===== config.mk =====
export PLATFORM = sky130hd
export DESIGN_NAME = ram_arbiter
export DESIGN_NICKNAME = d
export VERILOG_FILES = /design/src/rtl/ram_arbiter.sv
export SDC_FILE = /design/constraint.sdc
export NUM_CORES = 1
export LEC_CHECK = 0
export BUFFER_PORTS_ARGS = -buffer_cell sky130_fd_sc_hd__buf_4
export CELL_PAD_IN_SITES_DETAIL_PLACEMENT = 1
export CELL_PAD_IN_SITES_GLOBAL_PLACEMENT = 1
export CORE_MARGIN = 4
export CORE_UTILIZATION = 21
export DETAILED_ROUTE_END_ITERATION = 12
export MAX_ROUTING_LAYER = met4
export PLACE_DENSITY_LB_ADDON = 0.05
export SYNTH_ARGS = -nofsm -noshare
export SYNTH_HDL_FRONTEND = slang
export SYNTH_SLANG_ARGS = --single-unit

===== constraint.sdc =====
create_clock -name clk -period 2.5 [get_ports clk]
set_clock_uncertainty 0.05 [all_clocks]
set_input_delay 0 -clock clk [delete_from_list [all_inputs] [get_ports clk]]
set_output_delay 0 -clock clk [all_outputs]
set_load 0.005 [all_outputs]

===== src/rtl/ram_arbiter.sv =====
// Two-port front end for a single registered-read RAM: zero-fills after reset, then
// grants at most one fetch/data operation per cycle with round-robin on ties.
module ram_arbiter #(
  parameter int DataWidth    = 16,
  parameter int NumRegs      = 8,
  parameter int IndexWidth   = $clog2(NumRegs),
  parameter bit ClearOnReset = 1'b1
) (
  input  logic                  clk,
  input  logic                  rst,
  input  logic                  req0,
  input  logic                  req1,
  input  logic                  we0,
  input  logic                  we1,
  input  logic [IndexWidth-1:0] addr0,
  input  logic [IndexWidth-1:0] addr1,
  input  logic [DataWidth-1:0]  wdata0,
  input  logic [DataWidth-1:0]  wdata1,
  output logic                  gnt0,
  output logic                  gnt1,
  output logic                  rvalid0,
  output logic                  rvalid1,
  output logic [DataWidth-1:0]  rdata,
  output logic                  busy,
  output logic                  ramWriteEnable,
  output logic [IndexWidth-1:0] ramWriteAddr,
  output logic [DataWidth-1:0]  ramWriteData,
  output logic [IndexWidth-1:0] ramReadAddr,
  input  logic [DataWidth-1:0]  ramReadData,
  output logic [0:0]            dbg_state
);

  localparam logic [0:0] ST_CLEAR = 1'b0;
  localparam logic [0:0] ST_SERVE = 1'b1;
  localparam logic [IndexWidth:0]   NUM_REGS_W = (IndexWidth+1)'(NumRegs);
  localparam logic [IndexWidth-1:0] LAST_IDX   = IndexWidth'(NumRegs - 1);

  logic [0:0]            state;
  logic [IndexWidth-1:0] clear_idx;
  logic                  last_gnt;
  logic                  rvalid0_q;
  logic                  rvalid1_q;
  logic                  rd_oob_q;
  logic                  busy_q;
  logic                  in_range0;
  logic                  in_range1;

  assign in_range0 = {1'b0, addr0} < NUM_REGS_W;
  assign in_range1 = {1'b0, addr1} < NUM_REGS_W;

  // Handshake: a requester holds req/we/addr/wdata stable until it sees gntI high;
  // the operation is consumed at the rising edge that ends that cycle.
  always_comb begin
    gnt0           = 1'b0;
    gnt1           = 1'b0;
    ramWriteEnable = 1'b0;
    ramWriteAddr   = '0;
    ramWriteData   = '0;
    ramReadAddr    = '0;
    if (!rst) begin
      if (state == ST_CLEAR) begin
        ramWriteEnable = 1'b1;
        ramWriteAddr   = clear_idx;
      end else begin
        gnt0 = req0 & (~req1 | last_gnt);
        gnt1 = req1 & (~req0 | ~last_gnt);
        if (gnt0) begin
          if (we0) begin
            ramWriteEnable = in_range0;
            ramWriteAddr   = addr0;
            ramWriteData   = wdata0;
          end else begin
            ramReadAddr = addr0;
          end
        end else if (gnt1) begin
          if (we1) begin
            ramWriteEnable = in_range1;
            ramWriteAddr   = addr1;
            ramWriteData   = wdata1;
          end else begin
            ramReadAddr = addr1;
          end
        end
      end
    end
  end

  always_ff @(posedge clk) begin
    if (rst) begin
      state     <= ClearOnReset ? ST_CLEAR : ST_SERVE;
      clear_idx <= '0;
      last_gnt  <= 1'b1;
      rvalid0_q <= 1'b0;
      rvalid1_q <= 1'b0;
      rd_oob_q  <= 1'b0;
      busy_q    <= ClearOnReset;
    end else begin
      rvalid0_q <= gnt0 & ~we0;
      rvalid1_q <= gnt1 & ~we1;
      rd_oob_q  <= gnt0 ? ~in_range0 : ~in_range1;
      if (gnt0) begin
        last_gnt <= 1'b0;
      end else if (gnt1) begin
        last_gnt <= 1'b1;
      end
      if (state == ST_CLEAR) begin
        clear_idx <= clear_idx + 1'b1;
        if (clear_idx == LAST_IDX) begin
          state  <= ST_SERVE;
          busy_q <= 1'b0;
        end
      end
    end
  end

  // A read in flight when reset arrives never reaches its requester.
  assign rvalid0   = rvalid0_q & ~rst;
  assign rvalid1   = rvalid1_q & ~rst;
  assign rdata     = ((rvalid0_q | rvalid1_q) & ~rd_oob_q) ? ramReadData : '0;
  assign busy      = busy_q;
  assign dbg_state = state;

endmodule


==> impl_summary.log <==
INFO  metric run_status = finished clean
INFO  metric post_synth_main_area_contributors = sky130_fd_sc_hd__nand3_1 (20%), sky130_fd_sc_hd__dfxtp_1 (18%), sky130_fd_sc_hd__nor2b_1 (13%)
INFO  metric count_of_inserted_antenna_diode_cells = 0
INFO  metric h_tree_level_count = 1
INFO  metric synth-async-reset-ratio = 0%
INFO  metric grt_setup_unrepaired = no
INFO  metric cp_data_arrival_time = 2.02 ns
INFO  metric syn-num-nets = 193
INFO  metric layout.filler_cells = 520
INFO  metric fin_setup_tns = 0 ns
INFO  metric hold_path_depth = 2
INFO  metric synth-seq-cells = 8
INFO  metric design.portCount = 105
INFO  metric hold_path.startpoint = we0
INFO  metric max_clock_freq = 0.4830 GHz
INFO  metric grt.busiest_layer = met2
INFO  metric clkSinkCount = 8
INFO  metric drt_first_iter_violations = 38
INFO  metric critical_path.reg2reg.endpoint = rvalid0_q$_SDFF_PP0_
INFO  metric critical_path.startpoint_type = register
INFO  metric numCtsBuffers = 3
INFO  metric dr.pass1.iters = 2
INFO  metric grt_pass1_wl = 6.734 mm
INFO  metric drt_drc_violations_left = 0
INFO  metric route.detailed.wl_per_inst = 16.37 um
INFO  metric die_h = 73.36 um
INFO  metric synth_top_area_share = 19.53%
INFO  metric synth_adder_area_share = 2.789%
INFO  metric finalInstanceArea = 1725 um^2
INFO  metric layout_min_cycle_time = 2.070 ns
INFO  metric postRouteWirelength = 4.534 mm
INFO  metric power_dens_cells = 246.8 nW/um^2
INFO  metric design.die.area = 5382 um^2
INFO  metric synth-compound-area-share = 16.60%
INFO  metric synthDominantAreaCellType = sky130_fd_sc_hd__nand3_1
INFO  metric antenna_found_initial = 0
INFO  metric layout-area-overhead-vs-synth = 92.33%
INFO  metric antenna_left = 0
INFO  metric synth_seq_area_share = 17.85%
INFO  metric drv.max_cap_violation_count = 0
INFO  metric post-dp-hpwl = 3.569 mm
INFO  metric placement.io_buffers = 104
INFO  metric tritoncts = built
INFO  metric core_region_area = 4058 um^2
INFO  metric die_span_x = 73.36 um
INFO  metric synth_xor_xnor_area_share = 0.9763%
INFO  metric finalCritPeriodShare = 82.81%
INFO  metric final-seq-area = 160.2 um^2
INFO  metric post_route_cells_drive_above_1_share = 50.22%
INFO  metric timing_max_transition_violations_final = 0
INFO  metric critPathCaptureType = output port
INFO  metric ys.warnings.count = 0
INFO  metric cts_resized = 0
INFO  metric drt-vias-per-instance = 4.946
INFO  metric avgSynthCellArea = 6.848 um^2
INFO  metric worst_hold_path.endpoint = rvalid0_q$_SDFF_PP0_
INFO  metric path_max_fanout = 12
INFO  metric worst_slew_pin_slew = 0.9765 ns
INFO  metric main_combinational_cell_family_by_area_after_synthesis = simple AND/OR/NAND/NOR gates
INFO  metric clk_root_buffer_cell = sky130_fd_sc_hd__clkbuf_8
INFO  metric grt_util_met3 = 2.599%
INFO  metric via_count = 1370
INFO  metric overall_track_demand_over_capacity_in_global_routing = 16.03%
INFO  metric number_of_nets_at_the_end_of_the_flow = 291
INFO  metric globalRouteMet2Util = 26.71%
INFO  metric multiplexer_share_of_the_synthesized_area = 2.232%
INFO  metric post_synth_most_frequent_cells = sky130_fd_sc_hd__nand3_1 (35), sky130_fd_sc_hd__nor2b_1 (19), sky130_fd_sc_hd__a21oi_1 (18), sky130_fd_sc_hd__buf_2 (8), sky130_fd_sc_hd__dfxtp_1 (8)
INFO  metric grt_max_degree = 22
INFO  metric post_dp_area = 1674 um^2
INFO  metric met1_routing_resource_usage_after_global_routing = 19.89%
INFO  metric insertion_delay = 0.22 ns
INFO  metric grt_pass1_vias = 1344
INFO  metric clk_transition_reported_paths = 0.04 ns
INFO  metric timing.rr.start = dbg_state$_SDFF_PP0_
INFO  metric synth-main-ff-cell = sky130_fd_sc_hd__dfxtp_1
INFO  metric area_of_the_mapped_netlist = 897.1 um^2
INFO  metric peakVddDrop = 0.2394 mV
INFO  metric setup_viol = 0
INFO  metric starting_density_of_the_core = 22.11%
INFO  metric synth_edf_count = 0
INFO  metric reg2reg_depth = 2
INFO  metric grt.overflow.total = 0
INFO  metric multi_input_comb_area = 655.6 um^2
INFO  metric static-leakage-power = 0.0008162 uW
INFO  metric clock_tree.buffer_depth = 2
INFO  metric max_slew_margin = 34.66%
INFO  metric hold_path_class = in -> reg
INFO  metric timing_hold_violations_final = 0
INFO  metric synth.most_common_cell = sky130_fd_sc_hd__nand3_1
INFO  metric gp_congestion = 0.8452
INFO  metric syn_inst = 131
INFO  metric fp-row-count = 23
INFO  metric finalCoreUtilization = 42.52%
INFO  metric required = 2.45 ns
INFO  metric yosysUniqueCellTypes = 26
INFO  metric critical_path_class = reg -> out
INFO  metric r2r_setup_slack = 0.85 ns
INFO  metric synth_simple_gate_area_share = 50.49%
[logic make-up (layout without fill, tap and decap cells)]
logic type,after synthesis,after routing
AND/OR/NAND/NOR,79,79
AO/OA/AOI/OAI,25,25
buffers and inverters,14,110
flip-flops,8,8
adder cells (fa/ha/maj),2,2
multiplexers,2,2
XOR/XNOR,1,1
[worst max-delay path, stage by stage (launching register included)]
cell                      delay (ns)
sky130_fd_sc_hd__dfxtp_1        0.61
sky130_fd_sc_hd__nor2b_1        0.55
sky130_fd_sc_hd__and4b_4        0.37
sky130_fd_sc_hd__a22o_1         0.16
sky130_fd_sc_hd__buf_4          0.11
[worst max-delay path by stage]
stage	start	endpoint	slack [ns]
2_1_floorplan	clear_idx[0]$_SDFFE_PP0N_	clear_idx[2]$_SDFFE_PP0N_	1.41
3_3_place_gp	dbg_state$_SDFF_PP0_	ramReadAddr[2]	0.82
3_5_place_dp	dbg_state$_SDFF_PP0_	ramReadAddr[0]	0.69
4_1_cts	dbg_state$_SDFF_PP0_	ramReadAddr[0]	0.43
5_1_grt	dbg_state$_SDFF_PP0_	ramReadAddr[2]	0.26
6_report	dbg_state$_SDFF_PP0_	ramReadAddr[0]	0.43
[power by group]
| group | total (uW) | switching [uW] | internal (uW) |
|---|---|---|---|
| registers | 138 | 4.69 | 133 |
| logic | 137 | 51.5 | 85.7 |
| clock network | 150 | 46.5 | 104 |
[cell type report]
class / count / share of cell area, %
clock buffers: 3 / 2.393
multi-input cells: 109 / 38.00
repair buffers: 107 / 46.70
well taps: 50 / 3.626
flip-flops and latches: 8 / 9.282
[routing by layer]
layer,vias to the layer above,routed length (um)
li1,657,-
met1,637,1870
met2,69,2200
met3,7,394
met4,0,68
met5,-,0
[per-stage QoR]
stage	total power, uW	setup slack [ns]	hold slack [ns]	std cells
after floorplan	185.9	1.412	0.03150	131
after global placement	272.7	0.8250	0.2174	273
after detailed placement	277.0	0.6896	0.2246	273
after CTS	432.4	0.4271	0.05991	277
after global routing	454.6	0.2558	0.07125	277
final	425.8	0.4297	0.06583	277
[state kept, by name, indices dropped and copies added (netlist names)]
register   count
last_gnt       1
rvalid0_q      1
rvalid1_q      1
clear_idx      3
dbg_state      1
busy           1
[cell usage in the layout, fill, tap and decap left out]
| cell type | instances |
|---|---|
| sky130_fd_sc_hd__nor3b_4 | 1 |
| sky130_fd_sc_hd__nand4_1 | 6 |
| sky130_fd_sc_hd__nand3_1 | 35 |
| sky130_fd_sc_hd__and4b_4 | 1 |
| sky130_fd_sc_hd__dlygate4sd3_1 | 1 |
| sky130_fd_sc_hd__xor2_1 | 1 |
| sky130_fd_sc_hd__clkbuf_8 | 3 |
| sky130_fd_sc_hd__buf_4 | 106 |
| sky130_fd_sc_hd__and2_1 | 2 |
| sky130_fd_sc_hd__nor2b_1 | 19 |
| sky130_fd_sc_hd__and3_1 | 1 |
| sky130_fd_sc_hd__a31oi_1 | 1 |
| sky130_fd_sc_hd__mux2i_1 | 2 |
| sky130_fd_sc_hd__nand2_1 | 3 |
| sky130_fd_sc_hd__a22o_1 | 3 |
| sky130_fd_sc_hd__a21o_1 | 1 |
| sky130_fd_sc_hd__dfxtp_1 | 8 |
| sky130_fd_sc_hd__or2_2 | 1 |
| sky130_fd_sc_hd__nor2_1 | 7 |
| sky130_fd_sc_hd__a21boi_2 | 1 |
| sky130_fd_sc_hd__nand2b_4 | 1 |
| sky130_fd_sc_hd__a22oi_1 | 1 |
| sky130_fd_sc_hd__nand2b_1 | 2 |
| sky130_fd_sc_hd__a21oi_1 | 18 |
| sky130_fd_sc_hd__ha_1 | 2 |
[what timing repair did]
item	CTS	global route
hold buffers	1	0
endpoints found under the hold margin	3	0
setup buffers	0	0
No activity file was read; power rests on OpenSTA's default activity.
